<file path="src/rtl/fbank_pkg.sv">
// Shared types for the Mel filterbank LUT sequencer.
//   BIN_W / FILT_W / WEIGHT_W : field widths of a decoded LUT entry
//   SKIP_ID                   : filter id marking a bin that feeds no filter
//   fbank_word_t              : raw LUT word {filt, weight}
//   fbank_triple_t            : streamed entry {bin, filt, weight}
//   fbank_state_t             : sequencer FSM states
package fbank_pkg;

    localparam int BIN_W    = 10;
    localparam int FILT_W   = 6;
    localparam int WEIGHT_W = 11;

    localparam logic [FILT_W-1:0] SKIP_ID = 6'h3F;

    typedef struct packed {
        logic [FILT_W-1:0]   filt;
        logic [WEIGHT_W-1:0] weight;
    } fbank_word_t;

    typedef struct packed {
        logic [BIN_W-1:0]    bin;
        logic [FILT_W-1:0]   filt;
        logic [WEIGHT_W-1:0] weight;
    } fbank_triple_t;

    typedef enum logic [1:0] {
        IDLE  = 2'd0,
        RUN   = 2'd1,
        DRAIN = 2'd2
    } fbank_state_t;

    function automatic logic is_skip(input fbank_word_t w);
        return w.filt == SKIP_ID;
    endfunction

endpackage

</file>
<file path="src/rtl/fbank_skid_fifo.sv">
// Two-entry registered FIFO of decoded triples sitting between the LUT read
// return and the MAC handshake. The head is read straight out of storage
// registers, so the output side has no combinational path from pop.
//   clk, rst   : clock, synchronous active-high reset
//   push       : write push_data this cycle (caller guarantees room)
//   push_data  : triple to store
//   pop        : drop the head this cycle (caller guarantees not empty)
//   head       : oldest stored triple
//   count      : number of stored triples, 0..2
module fbank_skid_fifo
    import fbank_pkg::*;
(
    input  logic          clk,
    input  logic          rst,
    input  logic          push,
    input  fbank_triple_t push_data,
    input  logic          pop,
    output fbank_triple_t head,
    output logic [1:0]    count
);

    fbank_triple_t mem [2];
    logic          wr_idx;
    logic          rd_idx;

    always_ff @(posedge clk) begin
        if (rst) begin
            mem[0] <= '0;
            mem[1] <= '0;
            wr_idx <= 1'b0;
            rd_idx <= 1'b0;
            count  <= 2'd0;
        end else begin
            if (push) begin
                mem[wr_idx] <= push_data;
                wr_idx      <= ~wr_idx;
            end
            if (pop) begin
                rd_idx <= ~rd_idx;
            end
            case ({push, pop})
                2'b10:   count <= count + 2'd1;
                2'b01:   count <= count - 2'd1;
                default: count <= count;
            endcase
        end
    end

    assign head = mem[rd_idx];

endmodule

</file>
<file path="src/rtl/fbank_lut_sequencer.sv">
// Frame sequencer for the FBANK_LUT1 weight RAM. Owns the RAM port, lets the
// host write entries while idle, and on start walks entries 0..NUM_BINS-1,
// streaming decoded (bin, filter, weight) triples to the Mel MAC.
//   clk, rst                         : clock, synchronous active-high reset
//   start / busy / done              : frame pass control and status
//   cfg_wr_en, cfg_addr, cfg_data    : host write request; cfg_ready = accepted
//   lut_addr, lut_wr_data, lut_wr_en : RAM port (1-cycle read into lut_rd_data)
//   out_valid / out_ready            : triple handshake to the MAC
//   out_bin, out_filt, out_weight    : triple fields (weight is Q0.11)
//
// state | meaning
// IDLE  | host owns the RAM port; waiting for start
// RUN   | issuing reads for bins 0..NUM_BINS-1 under the credit rule
// DRAIN | all reads issued; waiting for last word to return and be accepted
module fbank_lut_sequencer
    import fbank_pkg::*;
#(
    parameter int ADDR_WIDTH = 10,
    parameter int DATA_WIDTH = 17,
    parameter int NUM_BINS   = 257
) (
    input  logic                  clk,
    input  logic                  rst,
    input  logic                  start,
    output logic                  busy,
    output logic                  done,
    input  logic                  cfg_wr_en,
    input  logic [ADDR_WIDTH-1:0] cfg_addr,
    input  logic [DATA_WIDTH-1:0] cfg_data,
    output logic                  cfg_ready,
    output logic [ADDR_WIDTH-1:0] lut_addr,
    output logic [DATA_WIDTH-1:0] lut_wr_data,
    output logic                  lut_wr_en,
    input  logic [DATA_WIDTH-1:0] lut_rd_data,
    output logic                  out_valid,
    input  logic                  out_ready,
    output logic [ADDR_WIDTH-1:0] out_bin,
    output logic [FILT_W-1:0]     out_filt,
    output logic [WEIGHT_W-1:0]   out_weight
);

    localparam logic [ADDR_WIDTH-1:0] LAST_BIN = ADDR_WIDTH'(NUM_BINS - 1);

    fbank_state_t          state, state_nxt;
    logic [ADDR_WIDTH-1:0] rd_ptr;
    logic [ADDR_WIDTH-1:0] rd_bin;
    logic                  inflight;
    logic                  issue;
    logic                  grant_wr;
    logic                  credit_ok;
    logic [2:0]            occ_after_pop;

    fbank_word_t           rd_word;
    fbank_triple_t         push_data;
    fbank_triple_t         fifo_head;
    logic [1:0]            fifo_count;
    logic                  push;
    logic                  pop;

    // Credit counts the head leaving this cycle so that a full pipe with
    // out_ready high still issues one read per cycle; stored plus in-flight
    // words never exceed the two FIFO slots.
    assign pop           = out_valid & out_ready;
    assign occ_after_pop = {1'b0, fifo_count} + {2'b00, inflight} - {2'b00, pop};
    assign credit_ok     = occ_after_pop < 3'd2;

    always_ff @(posedge clk) begin
        if (rst) begin
            state <= IDLE;
        end else begin
            state <= state_nxt;
        end
    end

    always_comb begin
        state_nxt = state;
        issue     = 1'b0;
        done      = 1'b0;
        case (state)
            IDLE: begin
                if (start) begin
                    state_nxt = RUN;
                end
            end
            RUN: begin
                if (credit_ok) begin
                    issue = 1'b1;
                    if (rd_ptr == LAST_BIN) begin
                        state_nxt = DRAIN;
                    end
                end
            end
            DRAIN: begin
                if (fifo_count == 2'd0 && !inflight) begin
                    done      = 1'b1;
                    state_nxt = IDLE;
                end
            end
            default: state_nxt = IDLE;
        endcase
    end

    // rd_ptr parks on the last bin rather than wrapping; rd_bin tags the word
    // returning next cycle with the address it was read from.
    always_ff @(posedge clk) begin
        if (rst) begin
            rd_ptr   <= '0;
            rd_bin   <= '0;
            inflight <= 1'b0;
        end else begin
            inflight <= issue;
            if (issue) begin
                rd_bin <= rd_ptr;
            end
            if (state == IDLE && start) begin
                rd_ptr <= '0;
            end else if (issue && rd_ptr != LAST_BIN) begin
                rd_ptr <= rd_ptr + ADDR_WIDTH'(1);
            end
        end
    end

    assign busy      = (state != IDLE);
    assign cfg_ready = ~busy & ~start;
    assign grant_wr  = cfg_wr_en & cfg_ready;

    always_comb begin
        lut_addr    = '0;
        lut_wr_data = '0;
        lut_wr_en   = 1'b0;
        if (grant_wr) begin
            lut_addr    = cfg_addr;
            lut_wr_data = cfg_data;
            lut_wr_en   = 1'b1;
        end else if (state == RUN) begin
            lut_addr = rd_ptr;
        end
    end

    assign rd_word          = fbank_word_t'(lut_rd_data);
    assign push             = inflight & ~is_skip(rd_word);
    assign push_data.bin    = rd_bin;
    assign push_data.filt   = rd_word.filt;
    assign push_data.weight = rd_word.weight;

    fbank_skid_fifo u_fifo (
        .clk       (clk),
        .rst       (rst),
        .push      (push),
        .push_data (push_data),
        .pop       (pop),
        .head      (fifo_head),
        .count     (fifo_count)
    );

    assign out_valid  = (fifo_count != 2'd0);
    assign out_bin    = fifo_head.bin;
    assign out_filt   = fifo_head.filt;
    assign out_weight = fifo_head.weight;

endmodule
</file>
<file path="config.mk">
export PLATFORM = sky130hd
export DESIGN_NAME = fbank_lut_sequencer
export DESIGN_NICKNAME = d
export VERILOG_FILES = /design/src/rtl/fbank_pkg.sv /design/src/rtl/fbank_skid_fifo.sv /design/src/rtl/fbank_lut_sequencer.sv
export SDC_FILE = /design/constraint.sdc
export NUM_CORES = 1
export LEC_CHECK = 0
export ABC_CLOCK_PERIOD_IN_PS = 7100
export CAP_MARGIN = 20
export CORE_MARGIN = 2
export CORE_UTILIZATION = 52
export DETAILED_ROUTE_END_ITERATION = 7
export PLACE_DENSITY = 0.86
export SLEW_MARGIN = 15
export SYNTH_ARGS = -nofsm -noshare
export SYNTH_HDL_FRONTEND = slang
export SYNTH_SLANG_ARGS = --single-unit
export TNS_END_PERCENT = 1
</file>
<file path="constraint.sdc">
create_clock -name clk -period 7.1 [get_ports clk]
set_input_delay 1.775 -clock clk [delete_from_list [all_inputs] [get_ports clk]]
set_output_delay 1.775 -clock clk [all_outputs]
set_load 0.005 [all_outputs]
</file>
==> results of run 1 <==
==> critical path, stage by stage <==
cell	delay, ns
clkdlybuf4s50_1	0.71
and2_1	0.48
a22o_1	0.23
clkdlybuf4s50_1	0.50
==> layout by cell type (no fill, tap or decap), types with 2 or more instances in the layout <==
cell	count
or2_2	2
inv_1	4
a22o_1	9
nor2_1	42
ha_1	4
dfxtp_1	28
xnor2_1	2
clkdlybuf4s50_1	107
buf_4	5
clkinv_2	3
and4_1	3
mux2_2	27
nand3_1	4
nor3_1	3
mux2i_1	9
and2_1	36
clkbuf_8	10
a21oi_1	12
nand2_1	7
nand4_1	5
clkbuf_1	2
nand2b_1	15
and3_1	18
edfxtp_1	54
or3_1	3
xor2_1	4
or4_1	2
o21ai_0	8
==> where the power goes <==
part | leakage (nW) | internal (mW) | switching [mW]
Sequential | 0.785 | 0.533 | 0.0127
Clock | 0.0876 | 0.134 | 0.154
Combinational | 1.06 | 0.145 | 0.105
==> layer usage <==
metal	GRT usage, %	up-vias	wire length (um)
li1	-	1408	-
met3	6.511	15	736
met1	24.53	1391	3389
met5	0	-	0
met4	11.03	0	199
met2	38.60	126	4300
==> cells by family after synthesis <==
group	count (synthesis)	share of synthesized area [%]
compound gates	33	5.318
flops	82	56.20
xor+xnor	7	1.773
simple gates	151	22.08
fa+ha+maj	5	1.805
mux	36	10.15
buf+inv	24	2.675
==> final cells by class <==
| cell class | count | area (um2) |
|---|---|---|
| clock inverters | 4 | 18.77 |
| repair buffers | 112 | 1109 |
| well taps | 99 | 123.9 |
| fillers | 519 | 2051 |
| flip-flops and latches | 82 | 2182 |
| inverters | 5 | 18.77 |
| multi-input cells | 232 | 1605 |
| clock buffers | 12 | 145.1 |
==> worst max path at each step <==
stage / slack [ns] / depth (start not counted) / end
2_1_floorplan: 2.85 / 4 / lut_addr[0]
3_3_place_gp: 1.72 / 4 / lut_addr[5]
3_5_place_dp: 1.64 / 4 / lut_addr[4]
4_1_cts: 1.63 / 4 / lut_addr[4]
5_1_grt: 1.48 / 4 / lut_addr[6]
6_report: 1.62 / 4 / lut_addr[4]
==> per-stage QoR <==
step / setup WS (ns) / hold slack [ns]
2_1_floorplan: 2.854 / 0.4401
3_3_place_gp: 1.722 / 0.4559
3_5_place_dp: 1.644 / 0.4852
4_1_cts: 1.628 / 0.4984
5_1_grt: 1.482 / 0.5188
6_report: 1.620 / 0.4970
==> flip-flops by register name (all words and copies together) (netlist names), named ones only <==
signal / count
state: 2
u_fifo.count: 2
u_fifo.wr_idx: 1
inflight: 1
u_fifo.rd_idx: 1
rd_ptr: 10
u_fifo.mem: 54
rd_bin: 10
==> metrics.log, run 1 <==
[metrics] result of the run: finished clean
[metrics] pin slew with the least headroom to its limit: 1.035 ns
[metrics] 1st-pass router iterations: 4
[metrics] worst slew slack as a fraction of its limit: 30.71%
[metrics] minimum clock period: 5.480 ns
[metrics] share of the clock period used by the worst path: 77.19%
[metrics] number of antenna violations at the first check in global routing: 0
[metrics] Fin Clk Skew: 0.006511 ns
[metrics] antenna-violating nets left: 0
[metrics] Ports: 108
[metrics] crit path capture type: output pin
[metrics] post-synthesis cell area: 0.003882 mm2
[metrics] Die Footprint: 0.008173 mm2
[metrics] average vias per placed instance: 5.385
[metrics] overflow left after global routing: 0
[metrics] Post-synth top cells: edfxtp_1, nor2_1, and2_1, dfxtp_1, mux2_2
[metrics] Crit path required time: 5.33 ns
[metrics] hpwl dp: 6237 um
[metrics] biggest area consumer among synthesized cells: edfxtp_1
[metrics] Hold Path Origin: rd_bin[2]
[metrics] final-stage net count: 496
[metrics] diode insertion count for antenna repair: 0
[metrics] non-filler instance count after layout: 546
[metrics] Worst Path Max Fanout: 18
[metrics] post-CTS setup buffers: 0
[metrics] hold violation total from the final report: 0
[metrics] quantity of gates resized following cts: 0
[metrics] number of maximum-capacitance constraint violations: 0
[metrics] number of setup violations in the final report: 0
[metrics] initial cell density of the core: 53.53%
[metrics] Die Height: 90.41 um
[metrics] maximum number of pins on one net before global-route repair: 34
[metrics] total placed instance area: 0.005030 mm2
[metrics] worst r2r path cells: 9
[metrics] CTS buffer count: 9
[metrics] Slew Limit Fails: 0
[metrics] average instance area after synthesis: 11.49 um2
[metrics] unrepaired setup endpoints after global routing: no
[metrics] Reg-to-Reg Start: u_fifo.count[1]
[metrics] clock root buffer master: clkbuf_8
[metrics] Top FF cell, synth: edfxtp_1
[metrics] count of flip-flops with a built-in enable after synthesis: 54
[metrics] Post-Syn Nets: 392
[metrics] Critical R2R Capture: rd_bin[3]
[metrics] leakage power of the design: 1.934 nW
[metrics] first-iteration detailed-routing DRC count: 111
[metrics] WL/cell: 15.80 um
[metrics] power after layout: 1.083 mW
[metrics] floorplan row count: 31
[metrics] core occupancy in the finished layout: 71.73%
[metrics] worst reg2reg setup slack: 3.94 ns
[metrics] share of the yosys chip area belonging to registers: 56.20%
[metrics] Hold EP: rd_bin[2]
[metrics] insertion delay to the later sink of the worst-skew pair: 0.35 ns
[metrics] residual DRC count: 0
[metrics] CTS tree: done
[metrics] worst hold path type: reg2reg
[metrics] count of synthesis-stage warnings from yosys: 0
[metrics] All-Layer GR Usage: 22.10%
[metrics] Worst Setup Start Kind: input port
[metrics] width of the chip: 90.41 um
[metrics] fraction of synthesis flops using an asynchronous set or reset pin: 0%
[metrics] power density over cell area: 208.2 mW/mm2
[metrics] crit path kind: in2out
[metrics] ratio of cells with drive above 1 in the final layout: 12.98%
[metrics] Final Instance Area: 0.005202 mm2
[metrics] cell types with the largest area share after synthesis: edfxtp_1, dfxtp_1, mux2_2
[metrics] gpl congestion: 0.8037
[metrics] number of buffers added to fix hold violations after cts: 0
[metrics] count of placed standard cells including taps: 530
[metrics] count leader, synth: edfxtp_1
[metrics] number of buffers between clock root and the deepest sink: 2
[metrics] FMAX: 182.5 MHz
[metrics] final wirelength: 8626 um
[metrics] Worst IR Drop VDD: 0.09841 mV
[metrics] via count: 2940
[metrics] signed area change from the synthesized netlist to the final layout: 34.00%
[metrics] number of register bits inferred by synthesis: 82
[metrics] number of global-route vias before repair: 3052
[metrics] TNS Setup: 0 ns
[metrics] count of buffers inserted at the top-level ports: 107
[metrics] first-pass GRT wire length: 14320 um
[metrics] Clock Pin Slew Worst Setup and Hold Paths: 0.07 ns
[metrics] distinct cell type count of the synthesized netlist: 45
[metrics] launching element of the worst setup path: cfg_wr_en
[metrics] area inside the core boundary: 0.007253 mm2
[metrics] Synth Instances: 338
[metrics] cell depth of the worst min-delay path: 2
[metrics] Arrival @ worst endpoint: 3.71 ns
[metrics] Synth top area share: 41.77%
[metrics] number of H-tree levels: 3
[metrics] clock net sink count: 82
(Power assumes the default switching activity.)
==> inputs of run 2 (changes only) <==
- ABC_CLOCK_PERIOD_IN_PS: 7100 -> 5420
- CORE_UTILIZATION: 52 -> 48
- PLACE_DENSITY: 0.86 -> 0.8
- clock period: 7.1 -> 5.42 ns (I/O delays scaled with it)
==> metrics.log, run 2 (same netlist as run 1, synthesis figures left out) <==
[metrics] unrepaired setup endpoints after global routing: no
[metrics] quantity of gates resized following cts: 0
[metrics] first-pass GRT wire length: 13900 um
[metrics] Die Height: 93.94 um
[metrics] diode insertion count for antenna repair: 0
[metrics] area inside the core boundary: 0.007767 mm2
[metrics] Worst IR Drop VDD: 0.1568 mV
[metrics] Worst Path Max Fanout: 19
[metrics] Reg-to-Reg Start: u_fifo.count[1]
[metrics] floorplan row count: 32
[metrics] share of the clock period used by the worst path: 87.86%
[metrics] Top Registers: u_fifo.mem x54, rd_bin x10, rd_ptr x10
[metrics] post-CTS setup buffers: 0
[metrics] count of placed standard cells including taps: 533
[metrics] cell depth of the worst min-delay path: 2
[metrics] Final Instance Area: 0.005259 mm2
[metrics] antenna-violating nets left: 0
[metrics] number of H-tree levels: 3
[metrics] Worst Setup Start Kind: input port
[metrics] pin slew with the least headroom to its limit: 0.9412 ns
[metrics] width of the chip: 93.94 um
[metrics] worst hold margin: 0.4829 ns
[metrics] gpl congestion: 0.7453
[metrics] final-stage net count: 496
[metrics] initial cell density of the core: 49.98%
[metrics] number of buffers between clock root and the deepest sink: 2
[metrics] commonest non-fill, non-tap cell in the layout: clkdlybuf4s50_1
[metrics] number of buffers added to fix hold violations after cts: 0
[metrics] number of setup violations in the final report: 0
[metrics] Fin Clk Skew: 0.01406 ns
[metrics] number of maximum-capacitance constraint violations: 0
[metrics] FMAX: 210.0 MHz
[metrics] worst reg2reg setup slack: 2.18 ns
[metrics] All-Layer GR Usage: 20.10%
[metrics] final wirelength: 8506 um
[metrics] leakage power of the design: 1.948 nW
[metrics] insertion delay to the later sink of the worst-skew pair: 0.35 ns
[metrics] WL/cell: 15.49 um
[metrics] overflow left after global routing: 0
[metrics] Arrival @ worst endpoint: 3.41 ns
[metrics] Critical R2R Capture: rd_bin[7]
[metrics] via count: 2891
[metrics] worst r2r path cells: 9
[metrics] power density over cell area: 289.8 mW/mm2
[metrics] first-iteration detailed-routing DRC count: 167
[metrics] Crit path required time: 4.07 ns
[metrics] largest register by flop count: u_fifo.mem
[metrics] average vias per placed instance: 5.266
[metrics] Hold EP: rd_bin[2]
[metrics] crit path kind: in2out
[metrics] crit path capture type: output pin
[metrics] number of fill cells: 582
[metrics] CTS buffer count: 9
[metrics] signed area change from the synthesized netlist to the final layout: 35.45%
[metrics] clock net sink count: 82
[metrics] maximum number of pins on one net before global-route repair: 20
[metrics] count of buffers inserted at the top-level ports: 107
[metrics] clock root buffer master: clkbuf_8
[metrics] Die Footprint: 0.008824 mm2
[metrics] total placed instance area: 0.005034 mm2
[metrics] max FFs per register: 54
[metrics] Hold Path Origin: rd_bin[2]
[metrics] hold violation total from the final report: 0
[metrics] Ports: 108
[metrics] number of antenna violations at the first check in global routing: 0
[metrics] result of the run: finished clean
[metrics] Slew Limit Fails: 0
[metrics] commonest cells after routing, fill and taps aside: clkdlybuf4s50_1, edfxtp_1, nor2_1
[metrics] minimum clock period: 4.762 ns
[metrics] 1st-pass router iterations: 4
[metrics] CTS tree: done
[metrics] hpwl dp: 6055 um
[metrics] worst hold path type: reg2reg
[metrics] worst slew slack as a fraction of its limit: 37.12%
[metrics] Clock Pin Slew Worst Setup and Hold Paths: 0.08 ns
[metrics] ratio of cells with drive above 1 in the final layout: 13.42%
[metrics] non-filler instance count after layout: 549
[metrics] TNS Setup: 0 ns
[metrics] number of global-route vias before repair: 2888
[metrics] residual DRC count: 0
run 2: cell count changes in the layout (fill, tap and decap cells not counted), sizes merged:
| cell | change |
|---|---|
| bufinv | +2 |
| inv | +1 |
| clkbuf | -2 |
| clkinv | -3 |
| clkinvlp | +2 |
run 2: how the worst max path moves through the flow:
stage,to,depth (start not counted),start,slack (ns)
floorplan,lut_addr[0],4,start,2.01
global placement,lut_addr[0],5,start,0.71
detailed placement,lut_addr[6],5,start,0.65
CTS,lut_addr[0],5,start,0.63
global route,lut_addr[0],5,start,0.51
finish,lut_addr[0],5,start,0.66
run 2: critical path, cell delays in order:
cell,delay (ns)
clkdlybuf4s50_1,0.43
nor2_2,0.44
and2_1,0.45
a22o_1,0.22
clkdlybuf4s50_1,0.51
run 2: per-layer routing:
layer	track usage (%)	share of wire [%]	up-vias	routed length [um]
li1	-	-	1412	-
met5	0	0	-	0
met3	4.976	7.3	4	619
met1	25.92	43	1385	3672
met4	5.797	0.51	0	43
met2	33.63	49	90	4171
run 2: power by group:
| part | leakage (nW) | switching (mW) | internal (mW) |
|---|---|---|---|
| clock | 0.103 | 0.223 | 0.260 |
| combinational | 1.06 | 0.127 | 0.189 |
| sequential | 0.785 | 0.0275 | 0.698 |
run 2: area by class of cell:
type	count	area [um2]	share of cell area, %
Timing Repair Buffer	112	1109	21.08
Clock buffer	10	127.6	2.427
Sequential cell	82	2182	41.49
Inverter	5	18.77	0.3569
Multi-Input combinational cell	232	1605	30.53
Clock inverter	6	88.84	1.689
Tap cell	102	127.6	2.427
run 2: through the flow:
stage | util [%] | power, mW | setup slack [ns]
after floorplan | - | 0.8998 | 2.014
after global placement | 64.80 | 1.048 | 0.7124
after detailed placement | 64.80 | 1.056 | 0.6517
after CTS | 67.59 | 1.536 | 0.6319
after global routing | 67.70 | 1.594 | 0.5111
final | 67.70 | 1.524 | 0.6578
